<file path="src/rtl/query_row_buffer_ctrl_pkg.sv">
// Shared types and helpers for the query-row double-buffer controller.
package query_row_buffer_ctrl_pkg;

    typedef enum logic [1:0] {
        IDLE,
        ISSUE,
        DRAIN
    } rd_state_t;

    localparam int unsigned ADDR_WIDTH_DEF = 7;
    localparam int unsigned WORD_IDX_W     = ADDR_WIDTH_DEF - 1;

    function automatic int unsigned word_idx_w(input int unsigned addr_width);
        return addr_width - 1;
    endfunction

endpackage

</file>
<file path="src/rtl/ren_latency_pipe.sv">
// DEPTH-deep valid shift register with synchronous clear; tracks buffer read latency.
module ren_latency_pipe #(
    parameter int unsigned DEPTH = 2
) (
    input  logic clk,
    input  logic rst_n,
    input  logic clr,
    input  logic din,
    output logic dout
);

    logic [DEPTH-1:0] sr;

    always_ff @(posedge clk or negedge rst_n) begin
        if (!rst_n) begin
            sr <= '0;
        end else if (clr) begin
            sr <= '0;
        end else begin
            sr[0] <= din;
            for (int unsigned i = 1; i < DEPTH; i++) begin
                sr[i] <= sr[i-1];
            end
        end
    end

    assign dout = sr[DEPTH-1];

endmodule

</file>
<file path="src/rtl/query_row_buffer_ctrl.sv">
// Query-row double-buffer sequencer: bank ping-pong, write/read counters,
// write back-pressure, row read issue and read-latency tracking.
module query_row_buffer_ctrl
    import query_row_buffer_ctrl_pkg::*;
#(
    parameter int unsigned ADDR_WIDTH = 7,
    parameter int unsigned ROW_LEN    = 64,
    parameter int unsigned RD_LATENCY = 2
) (
    input  logic                  clk,
    input  logic                  rst_n,
    input  logic                  fsm_enable,
    input  logic                  flush,
    input  logic                  wr_valid,
    output logic                  wr_ready,
    output logic                  buf_wen,
    output logic [ADDR_WIDTH-1:0] buf_wadr,
    input  logic                  rd_start,
    input  logic                  rd_stall,
    output logic                  buf_ren,
    output logic [ADDR_WIDTH-1:0] buf_radr,
    output logic                  rd_data_valid,
    output logic                  row_avail,
    output logic                  row_done,
    output logic [1:0]            full_banks
);

    localparam int unsigned    WIW        = word_idx_w(ADDR_WIDTH);
    localparam logic [WIW-1:0] LAST_IDX   = WIW'(ROW_LEN - 1);
    localparam logic [1:0]     DRAIN_LAST = 2'(RD_LATENCY - 1);

    logic           wbank;
    logic           rbank;
    logic [WIW-1:0] wcnt;
    logic [WIW-1:0] rcnt;
    logic [1:0]     bank_full;
    logic [1:0]     drain_cnt;
    logic [1:0]     set_mask;
    logic [1:0]     clr_mask;
    rd_state_t      state;

    assign wr_ready   = fsm_enable & ~flush & ~bank_full[wbank];
    assign buf_wen    = wr_valid & wr_ready;
    assign buf_wadr   = {wbank, wcnt};
    assign buf_ren    = (state == ISSUE) & ~rd_stall;
    assign buf_radr   = {rbank, rcnt};
    assign row_avail  = bank_full[rbank] & (state == IDLE);
    assign row_done   = (state == DRAIN) & (drain_cnt == DRAIN_LAST);
    assign full_banks = 2'(bank_full[0]) + 2'(bank_full[1]);

    // Set and release always hit different banks, so both masks apply together.
    always_comb begin
        set_mask = '0;
        clr_mask = '0;
        if (buf_wen && (wcnt == LAST_IDX)) begin
            set_mask[wbank] = 1'b1;
        end
        if (row_done) begin
            clr_mask[rbank] = 1'b1;
        end
    end

    always_ff @(posedge clk or negedge rst_n) begin
        if (!rst_n) begin
            wbank     <= 1'b0;
            wcnt      <= '0;
            bank_full <= '0;
        end else if (flush) begin
            wbank     <= 1'b0;
            wcnt      <= '0;
            bank_full <= '0;
        end else begin
            if (buf_wen) begin
                if (wcnt == LAST_IDX) begin
                    wcnt  <= '0;
                    wbank <= ~wbank;
                end else begin
                    wcnt <= wcnt + 1'b1;
                end
            end
            bank_full <= (bank_full | set_mask) & ~clr_mask;
        end
    end

    always_ff @(posedge clk or negedge rst_n) begin
        if (!rst_n) begin
            state     <= IDLE;
            rbank     <= 1'b0;
            rcnt      <= '0;
            drain_cnt <= '0;
        end else if (flush) begin
            state     <= IDLE;
            rbank     <= 1'b0;
            rcnt      <= '0;
            drain_cnt <= '0;
        end else begin
            unique case (state)
                IDLE: begin
                    if (rd_start && row_avail && fsm_enable) begin
                        state <= ISSUE;
                    end
                end
                ISSUE: begin
                    if (!rd_stall) begin
                        if (rcnt == LAST_IDX) begin
                            rcnt      <= '0;
                            drain_cnt <= '0;
                            state     <= DRAIN;
                        end else begin
                            rcnt <= rcnt + 1'b1;
                        end
                    end
                end
                DRAIN: begin
                    // row_done lines up with the last word leaving the latency pipe
                    if (row_done) begin
                        rbank     <= ~rbank;
                        drain_cnt <= '0;
                        state     <= IDLE;
                    end else begin
                        drain_cnt <= drain_cnt + 2'd1;
                    end
                end
                default: state <= IDLE;
            endcase
        end
    end

    ren_latency_pipe #(
        .DEPTH(RD_LATENCY)
    ) u_ren_pipe (
        .clk  (clk),
        .rst_n(rst_n),
        .clr  (flush),
        .din  (buf_ren),
        .dout (rd_data_valid)
    );

endmodule

</file>
<file path="config.mk">
export PLATFORM = sky130hd
export DESIGN_NAME = query_row_buffer_ctrl
export DESIGN_NICKNAME = d
export VERILOG_FILES = /design/src/rtl/query_row_buffer_ctrl_pkg.sv /design/src/rtl/ren_latency_pipe.sv /design/src/rtl/query_row_buffer_ctrl.sv
export SDC_FILE = /design/constraint.sdc
export NUM_CORES = 1
export LEC_CHECK = 0
export CORE_MARGIN = 5
export CORE_UTILIZATION = 35
export CTS_CLUSTER_DIAMETER = 80
export DETAILED_ROUTE_END_ITERATION = 10
export PLACE_DENSITY = 0.6
export SLEW_MARGIN = 20
export SYNTH_ARGS = -nofsm -noshare
export SYNTH_HDL_FRONTEND = slang
export SYNTH_HIERARCHICAL = 1
export SYNTH_SLANG_ARGS = --single-unit
</file>
<file path="constraint.sdc">
create_clock -name clk -period 1.8 [get_ports clk]
set_input_delay 0.27 -clock clk [delete_from_list [all_inputs] [get_ports clk]]
set_output_delay 0.27 -clock clk [all_outputs]
set_load 0.02 [all_outputs]
</file>
==> results of run 1 <==
-- power by group through the flow --
stage	clock network (W)	registers [W]	logic, W
floorplan	0	0.000534	0.0000285
global placement	0	0.000524	0.000106
detailed placement	0	0.000524	0.000108
CTS	0.000280	0.000515	0.000107
global route	0.000306	0.000517	0.000116
finish	0.000273	0.000515	0.000105
-- metrics by stage --
| step | instances | worst slack, ns | hold WS (ns) | setup TNS (ns) |
|---|---|---|---|---|
| 6_report | 220 | 0.0779 | 0.300 | 0 |
| 5_1_grt | 220 | 0.00207 | 0.309 | 0 |
| 4_1_cts | 220 | 0.00496 | 0.313 | 0 |
| 3_5_place_dp | 216 | -0.247 | 0.462 | -1.30 |
| 3_3_place_gp | 216 | -0.242 | 0.455 | -1.05 |
| 2_1_floorplan | 125 | 0.0689 | -0.0256 | 0 |
-- flip-flops by register name (all words and copies together), names as in the netlist --
name / flops
bank_full: 2
wbank: 1
rcnt: 6
drain_cnt: 2
rbank: 1
state: 2
u_ren_pipe/sr: 2
wcnt: 6
-- what timing repair did --
| item | CTS | global route |
|---|---|---|
| pin swaps | 0 | 0 |
| resized for setup | 8 | 5 |
| setup endpoints to repair | 7 | 3 |
-- cell families after synthesis --
logic type      after synthesis  synth area share, %
mux                           5                 5.01
xor+xnor                      2                 1.46
buf+inv                      15                 5.32
simple gates                 46                 21.9
flops                        22                 45.9
fa+ha+maj                     3                 3.13
compound gates               32                 17.3
-- routing by layer --
| layer | vias up | GRT usage [%] | routed length [um] | share of wire, % |
|---|---|---|---|---|
| met5 | - | 0 | 0 | 0 |
| met1 | 556 | 19.4 | 1450 | 49 |
| li1 | 558 | - | - | - |
| met3 | 2 | 2.76 | 208 | 7.0 |
| met4 | 0 | 3.97 | 17 | 0.57 |
| met2 | 39 | 22.3 | 1300 | 44 |
-- layout by cell type, fill, tap and decap left out, types with 2 or more instances in the layout --
cell type         n
clkbuf_4          3
o211ai_1          5
or3_1             3
nor2b_1           5
clkdlybuf4s50_1  21
a31oi_1           2
o311ai_0          2
o31ai_1           2
nand3_1           9
o21ai_0           7
dfrtp_1          20
ha_1              3
dfrtp_2           2
xnor2_1           2
nand3b_1          2
nand2_1           9
or4_1             2
inv_1            10
nor3_1            4
mux2_4            2
dlygate4sd2_1     4
buf_4            22
o41ai_1           2
a21oi_1           8
clkbuf_2          3
mux2i_1           3
nor2_1            5
-- worst max-delay path by stage --
stage / startpoint / slack (ns) / depth (start not counted) / endpoint
after floorplan: wcnt[0] / 0.07 / 4 / wbank
after global placement: rd_stall / -0.24 / 4 / buf_ren
after detailed placement: rd_stall / -0.25 / 4 / buf_ren
after CTS: wbank / 0.005 / 4 / wr_ready
after global routing: state[1] / 0.002 / 4 / rcnt[5]
final: wbank / 0.08 / 2 / buf_wadr[6]
-- synthesized netlist by cell type (all sizes together) (3+ instances only) --
cell and n:
dfrtp 22, inv 10, nor2b 5, clkbuf 3, mux2i 3, nand2 9
or4 3, nor3 4, nor2 5, o21ai 7, a21oi 8, or3 3
o211ai 5, nand3 9, ha 3
-- final cells by class --
type | instances | area (sq um) | share of cell area [%]
Sequential cell | 22 | 553 | 32.6
Multi-Input combinational cell | 88 | 586 | 34.5
Timing Repair Buffer | 50 | 425 | 25.1
Clock buffer | 4 | 36.3 | 2.14
Tap cell | 46 | 57.6 | 3.39
Inverter | 10 | 37.5 | 2.21
==> flow_summary_export.csv, run 1 <==
group,metric,value,unit
status,status,"complete, no violations",
synthesis,synth_edf_count,0,
synthesis,postSynthCellCount,125,
clock_network,cts_hold_buf,0,
global_route,grt_pass1_wl,5090,um
clock_network,clock_sinks,22,
synthesis,syn_area,0.00120,sq mm
worst_setup_path,setup.worst_path.end_class,"primary output",
finish,final_util,50.8,%
floorplanning,die_area,0.00470,sq mm
global_route,grt_pass1_vias,1140,
floorplanning,die_h,68.6,um
worst_setup_path,reg2regPathDepth,3,
synthesis,ys.flop_type,"dfrtp_1",
worst_setup_path,worstPathArrival,1.45,ns
floorplanning,initial_core_util,36.0,%
timing,setup_viol_count_final,0,
power_and_ir_drop,internal-power,0.000675,W
global_route,grt_max_degree,23,
finish,area_growth,41.3,%
clock_network,cts_buffers,3,
global_route,grt_overflow,0,
timing,tightest_slew,0.417,ns
power_and_ir_drop,power.density,526,mW/mm^2
clock_network,insertion_delay,0.30,ns
worst_setup_path,cp-start-kind,"flip-flop",
worst_setup_path,worst_path_dominant_cell_family,"buffers and inverters",
floorplanning,num_rows,21,
synthesis,async_flop_share,100,%
worst_setup_path,reg2reg_from,"wbank",
synthesis,yosysTopAreaCell,"dfrtp_1",
drt,drtAntennaViolNets,0,
worst_setup_path,r2r_slack,0.08,ns
finish,antenna_cells,0,
clock_network,clk_path_buf_depth,2,
worst_setup_path,slowest_delay,0.60,ns
place,numPortBuffers,28,
clock_network,clkSlewWorstSetupHoldPaths,0.13,ns
worst_setup_path,cp.required,1.53,ns
timing,fin_crit_sh,95.7,%
place,place_hpwl,2280,um
finish,finalInstanceArea,0.00170,sq mm
drt,drtIter0Drc,60,
floorplanning,core_area,0.00334,sq mm
timing,hold_viol,0,
timing,timing.slew.headroom,71.5,%
drt,vias,1155,
clock_network,postCtsSetupRepairBufs,0,
drt,wl_per_cell,13.6,um
power_and_ir_drop,irDropWorstVdd,0.000252,V
worst_setup_path,path_class,"reg2out",
power_and_ir_drop,p_leak,0.739,nW
clock_network,tritoncts,"done",
synthesis,seq_area_frac_synth,45.9,%
floorplanning,dieWidth,68.6,um
drt,first_pass_iters,4,
timing,rsz0062_at_grt,"no",
place,placed_cell_area,0.00168,sq mm
timing,clock.fmax,0.581,GHz
timing,finalMaxSlewViolations,0,
worst_setup_path,cpMaxStageDelayCell,"clkdlybuf4s50_1",
floorplanning,ios,29,
timing,post-route-min-period,1.72,ns
worst_setup_path,path_cells,"buf_4, clkdlybuf4s50_1",
power_and_ir_drop,p_sw,0.000218,W
power_and_ir_drop,p_clk_share,30.6,%
worst_hold_path,hold_path.class,"in2async",
place,globalplace.congestion,0.854,
global_route,antenna_found_initial,0,
power_and_ir_drop,seqPwrFrac,57.7,%
drt,remaining_drc_errors,0,
synthesis,synth.area.top_cells,"dfrtp_1, nand3_1, a21oi_1",
flow_run,maxCapViolations,0,
finish,n_fill_cell,326,
worst_setup_path,reg2reg_to,"wbank",
synthesis,ys_ff_latch,22,
drt,vias_per_cell,5.25,
worst_setup_path,cp_num_buf_inv,2,
global_route,grt_use_total,14.1,%
synthesis,synth_top_area_share,45.9,%
worst_setup_path,worstPathMaxFanout,4,
finish,fin_nets,185,
drt,drt-total-wl,2980,um
clock_network,cts_root_buffer,"clkbuf_4",
power_and_ir_drop,power,0.000892,W
clock_network,htreeDepth,1,
synthesis,yosysUniqueCellTypes,34,
synthesis,avgSynthCellArea,9.60,sq um
finish,drive_gt1_share,19.5,%
power_and_ir_drop,p_sw_share,24.4,%
timing,finClkSkew,0.0147,ns
synthesis,synth_nets,135,
power_and_ir_drop,comb_power_share,11.7,%
synthesis,synth_warnings,6,
Power figures use the tool's default switching activity.
==> run 2: changes to the inputs <==
Settings changed: PLACE_DENSITY 0.6 to 0.67.
==> run 2 against run 1 <==
Clock power fell by 15%. Power shrank 4.6%. Setup slack better by 0.0043 ns. Via count down 1.0%. First-iteration DRC count fell by 20%. Cell count is 0.91% lower. Maximum frequency increased by 0.25%. Sequential power about the same. Register-to-register slack is essentially flat. Largest power group unchanged. Highest routed layer unchanged.
==> flow_summary_export.csv, run 2 (synthesis gave the netlist of run 1 again) <==
group,metric,value,unit
timing,finalMaxSlewViolations,0,
global_route,grtUsageMet2,22.2,%
timing,post-route-min-period,1.72,ns
timing,timing.slew.headroom,72.4,%
timing,tightest_slew,0.409,ns
global_route,grt_pass1_wl,4860,um
worst_setup_path,setup.worst_path.end_class,"flip-flop",
timing,clock.fmax,0.582,GHz
clock_network,insertion_delay,0.30,ns
place,place_hpwl,2160,um
finish,antenna_cells,0,
floorplanning,dieWidth,68.6,um
clock_network,clock_sinks,22,
timing,rsz0062_at_grt,"no",
timing,hold_viol,0,
global_route,grt_overflow,0,
floorplanning,die_area,0.00470,sq mm
power_and_ir_drop,p_leak,0.736,nW
worst_setup_path,r2r_slack,0.08,ns
worst_setup_path,slowest_delay,0.53,ns
worst_setup_path,worst_path_dominant_cell_family,"simple AND/OR/NAND/NOR gates",
global_route,grt_use_total,13.7,%
finish,finalInstanceArea,0.00170,sq mm
drt,drtAntennaViolNets,0,
worst_setup_path,reg2regPathDepth,5,
drt,remaining_drc_errors,0,
floorplanning,core_area,0.00334,sq mm
status,status,"complete, no violations",
timing,finClkSkew,0.0107,ns
clock_network,clkSlewWorstSetupHoldPaths,0.12,ns
power_and_ir_drop,irDropWorstVdd,0.000240,V
place,dp_cells,211,
finish,final_cell_mix,"clkdlybuf4s50_1, dfrtp_1, buf_4, inv_1",
clock_network,cts_hold_buf,0,
clock_network,tritoncts,"done",
timing,setup_viol_count_final,0,
floorplanning,num_rows,21,
drt,first_pass_iters,4,
worst_setup_path,reg2reg_from,"wbank",
drt,wl_per_cell,13.5,um
worst_setup_path,reg2reg_to,"wcnt[5]",
worst_setup_path,cp.required,2.05,ns
timing,finalSetupTns,0,ns
worst_setup_path,worstPathArrival,1.96,ns
finish,fin_nets,183,
worst_setup_path,path_cells,"buf_6, mux2_4, buf_6, or4_4, a21oi_2",
finish,top_regs,"rcnt: 6 flops, wcnt: 6 flops",
drt,vias,1143,
finish,layout_commonest_cell,"clkdlybuf4s50_1",
worst_setup_path,cp_num_buf_inv,2,
place,numPortBuffers,28,
finish,stdcell_count,218,
global_route,grt_pass1_vias,1139,
floorplanning,ios,29,
floorplanning,die_h,68.6,um
clock_network,cts_root_buffer,"clkbuf_4",
drt,drtIter0Drc,48,
place,placed_cell_area,0.00164,sq mm
global_route,met3_usage,2.27,%
clock_network,clk_path_buf_depth,2,
worst_hold_path,hold_path.class,"in2async",
place,globalplace.congestion,0.932,
finish,drive_gt1_share,19.8,%
clock_network,htreeDepth,1,
finish,area_growth,41.7,%
clock_network,cts_buffers,3,
global_route,antenna_found_initial,0,
timing,fin_crit_sh,95.4,%
global_route,busiest_layer,"met2",
worst_setup_path,crit_top_cell,"buf_6",
worst_setup_path,cp-start-kind,"flip-flop",
drt,drt-total-wl,2950,um
worst_setup_path,worstPathMaxFanout,7,
worst_setup_path,path_class,"reg2reg",
flow_run,maxCapViolations,0,
global_route,grt_util_met1,18.1,%
power_and_ir_drop,power.density,500,mW/mm^2
worst_setup_path,cpMaxStageDelayCell,"or4_4",
floorplanning,initial_core_util,36.0,%
drt,vias_per_cell,5.24,
timing,hold_ws,0.309,ns
global_route,grt_max_degree,23,
run 2: changes by cell type in the layout (fill, tap and decap cells not counted), sizes merged:
| cell | delta |
|---|---|
| clkdlybuf4s15 | +2 |
| buf | -2 |
| clkbuf | -1 |
| dlygate4sd2 | -2 |
| dlymetal6s2s | +1 |
run 2: stage by stage:
step                      total power [W]  setup slack (ns)  utilization [%]
final                            0.000851            0.0821             51.0
after global placement           0.000629            -0.213             49.2
after global routing             0.000900           0.00751             51.0
after CTS                        0.000869           0.00223             50.4
after floorplan                  0.000562            0.0689                -
after detailed placement         0.000631            -0.238             49.2
run 2: worst max path at each step:
stage | startpoint | to | slack, ns | depth (start not counted)
global placement | rd_stall | buf_ren | -0.21 | 4
floorplan | wcnt[0] | wbank | 0.07 | 4
detailed placement | flush | buf_wen | -0.24 | 5
CTS | bank_full[0] | full_banks[1] | 0.002 | 2
finish | wbank | wcnt[5] | 0.08 | 5
global route | wbank | wcnt[3] | 0.008 | 5
run 2: final cells by class:
type / count / area, sq um
Fill cell: 338 / 1640
Multi-Input combinational cell: 88 / 597
Sequential cell: 22 / 554
Timing Repair Buffer: 48 / 428
Tap cell: 46 / 57.6
Inverter: 10 / 37.5
Clock buffer: 4 / 26.3
run 2: repair_timing:
action	CTS	global route
endpoints found under the hold margin	0	0
pin swaps	1	1
endpoints found under the setup margin	7	9
cloned	0	0
buffers inserted	2	1
resized for setup	9	10
run 2: routing by layer:
layer	up-vias	wire, um
li1	555	-
met1	549	1370
met2	37	1380
met3	2	181
met4	0	13
met5	-	0
run 2: where the power goes:
part           switching, W  internal, W  leakage (nW)
Combinational     0.0000555    0.0000499         0.420
Sequential        0.0000121     0.000503         0.301
Clock              0.000144    0.0000863        0.0150
Total              0.000212     0.000639         0.736
run 2: worst reg2reg max path: cells and delay by family (launching register included):
kind                   cells  cell delay [ns]
and+or+nand+nor            1             0.53
DFF                        1             0.42
buffers and inverters      2             0.26
muxes                      1             0.30
AOI/OAI and AO/OA          1             0.15
==> run 3: changes to the inputs <==
Settings changed: CAP_MARGIN set to 20, CTS_CLUSTER_DIAMETER 80 to not set, REMOVE_ABC_BUFFERS set to 1.
==> run 3 against run 2 <==
Clock skew down 0.0023 ns. Global-route usage is 0.52 points higher. Maximum frequency down 1.2%. Critical path depth fell by 3. Non-clock buffer count stayed put. Sequential share of layout area is 0.29 points higher. Critical path type is now reg2out. Largest cell class unchanged. Largest power group unchanged.
==> flow_summary_export.csv, run 3 (synthesis gave the netlist of run 1 again) <==
group,metric,value,unit
status,status,"complete, no violations",
place,numPortBuffers,28,
worst_setup_path,r2r_slack,0.07,ns
drt,drtIter0Drc,65,
worst_setup_path,worstPathArrival,1.47,ns
worst_setup_path,cpMaxStageDelayCell,"clkdlybuf4s50_1",
global_route,grt_max_degree,23,
global_route,antenna_found_initial,0,
power_and_ir_drop,power.density,525,mW/mm^2
clock_network,tritoncts,"done",
worst_setup_path,path_class,"reg2out",
drt,vias,1152,
clock_network,clkSlewWorstSetupHoldPaths,0.12,ns
drt,drt-total-wl,3010,um
timing,fin_crit_sh,96.6,%
clock_network,htreeDepth,1,
power_and_ir_drop,p_clk_share,30.0,%
worst_setup_path,cp.depth,2,
power_and_ir_drop,p_sw_share,23.6,%
floorplanning,core_area,0.00334,sq mm
power_and_ir_drop,seqPwrFrac,58.2,%
floorplanning,initial_core_util,36.0,%
place,place_hpwl,2310,um
finish,fin_nets,183,
timing,finalMaxSlewViolations,0,
finish,top_regs,"rcnt: 6 flops, wcnt: 6 flops",
place,dp_cells,214,
global_route,grt_use_total,14.2,%
timing,setup_slack,0.0609,ns
finish,multi_input_area,588,sq um
timing,post-route-min-period,1.74,ns
flow_run,maxCapViolations,0,
finish,area_growth,39.8,%
worst_setup_path,cp_num_buf_inv,2,
clock_network,cts_buffers,3,
worst_setup_path,cp.required,1.53,ns
drt,vias_per_cell,5.28,
power_and_ir_drop,irDropWorstVdd,0.000211,V
worst_setup_path,slowest_delay,0.59,ns
floorplanning,die_h,68.6,um
floorplanning,dieWidth,68.6,um
global_route,grt_pass1_wl,5060,um
drt,wl_per_cell,13.8,um
clock_network,clock_sinks,22,
floorplanning,num_rows,21,
worst_setup_path,worst_path_dominant_cell_family,"buffers and inverters",
finish,drive_gt1_share,19.8,%
clock_network,clk_path_buf_depth,2,
power_and_ir_drop,p_sw,0.000208,W
drt,first_pass_iters,4,
global_route,grt_overflow,0,
timing,hold_ws,0.303,ns
power_and_ir_drop,power,0.000881,W
finish,final_cell_mix,"dfrtp_1, clkdlybuf4s50_1, buf_4, inv_1",
global_route,grt_pass1_vias,1116,
place,preCtsSetupSlack,-0.215,ns
finish,final_util,50.3,%
worst_setup_path,cp-start-kind,"flip-flop",
timing,timing.slew.headroom,76.4,%
timing,finClkSkew,0.00836,ns
clock_network,insertion_delay,0.30,ns
timing,clock.fmax,0.575,GHz
timing,hold_viol,0,
finish,n_fill_cell,307,
worst_setup_path,reg2regPathDepth,3,
power_and_ir_drop,p_leak,0.740,nW
clock_network,cts_root_buffer,"clkbuf_4",
finish,stdcell_count,218,
worst_hold_path,hold_path.class,"in2async",
floorplanning,die_area,0.00470,sq mm
timing,setup_viol_count_final,0,
power_and_ir_drop,internal-power,0.000674,W
floorplanning,ios,29,
finish,antenna_cells,0,
timing,rsz0062_at_grt,"no",
place,globalplace.congestion,0.892,
drt,remaining_drc_errors,0,
drt,drtAntennaViolNets,0,
timing,tightest_slew,0.344,ns
finish,seqCellArea,552,sq um
worst_setup_path,setup.worst_path.end_class,"primary output",
clock_network,postCtsSetupRepairBufs,0,
worst_setup_path,worstPathMaxFanout,4,
worst_setup_path,path_cells,"buf_4, clkdlybuf4s50_1",
power_and_ir_drop,comb_power_share,11.7,%
## run 3: final timing paths
check,endpoint,startpoint
worst max-delay path,buf_wadr[6],wbank
worst min-delay path,wcnt[3],rst_n
worst max register to register,wbank,wbank
worst min register to register,u_ren_pipe/sr[1],u_ren_pipe/sr[0]
max in group asynchronous,bank_full[0],rst_n
min in group clk,u_ren_pipe/sr[1],u_ren_pipe/sr[0]
## run 3: metal layers
| layer | track usage [%] | vias to the layer above | share of wire (%) |
|---|---|---|---|
| li1 | - | 552 | - |
| met1 | 17.4 | 563 | 43 |
| met2 | 24.1 | 33 | 50 |
| met3 | 1.78 | 4 | 4.6 |
| met4 | 7.69 | 0 | 1.8 |
| met5 | 0 | - | 0 |
## run 3: worst register-to-register path, delay by kind of cell, from the launching register on
| family | cells | cell delay [ns] |
|---|---|---|
| muxes | 2 | 0.62 |
| DFF | 1 | 0.44 |
| and+or+nand+nor | 1 | 0.56 |
## run 3: final cells by class
cell class / count / share of cell area, %
clock buffer: 4 / 2.16
inverter: 10 / 2.24
multi-input combinational: 88 / 35.0
sequential: 22 / 32.9
tap: 46 / 3.43
timing repair buffer: 48 / 24.2
## run 3: power groups by stage
stage	sequential, W	combinational (W)	clock (W)
floorplan	0.000533	0.0000236	0
global placement	0.000522	0.000105	0
detailed placement	0.000522	0.000107	0
CTS	0.000513	0.000107	0.000272
global route	0.000516	0.000113	0.000297
finish	0.000513	0.000103	0.000265
## run 3: stage by stage
stage                     cell area [sq um]  TNS (ns)
after floorplan                        1170   -0.0430
after global placement                 1660    -0.822
after detailed placement               1660     -1.04
after CTS                              1700         0
after global routing                   1680         0
final                                  1680         0
## run 3: repair_timing
action / CTS / global route
resized for setup: 10 / 12
hold buffers: 0 / 0
endpoints found under the hold margin: 0 / 0
setup endpoints to repair: 6 / 7
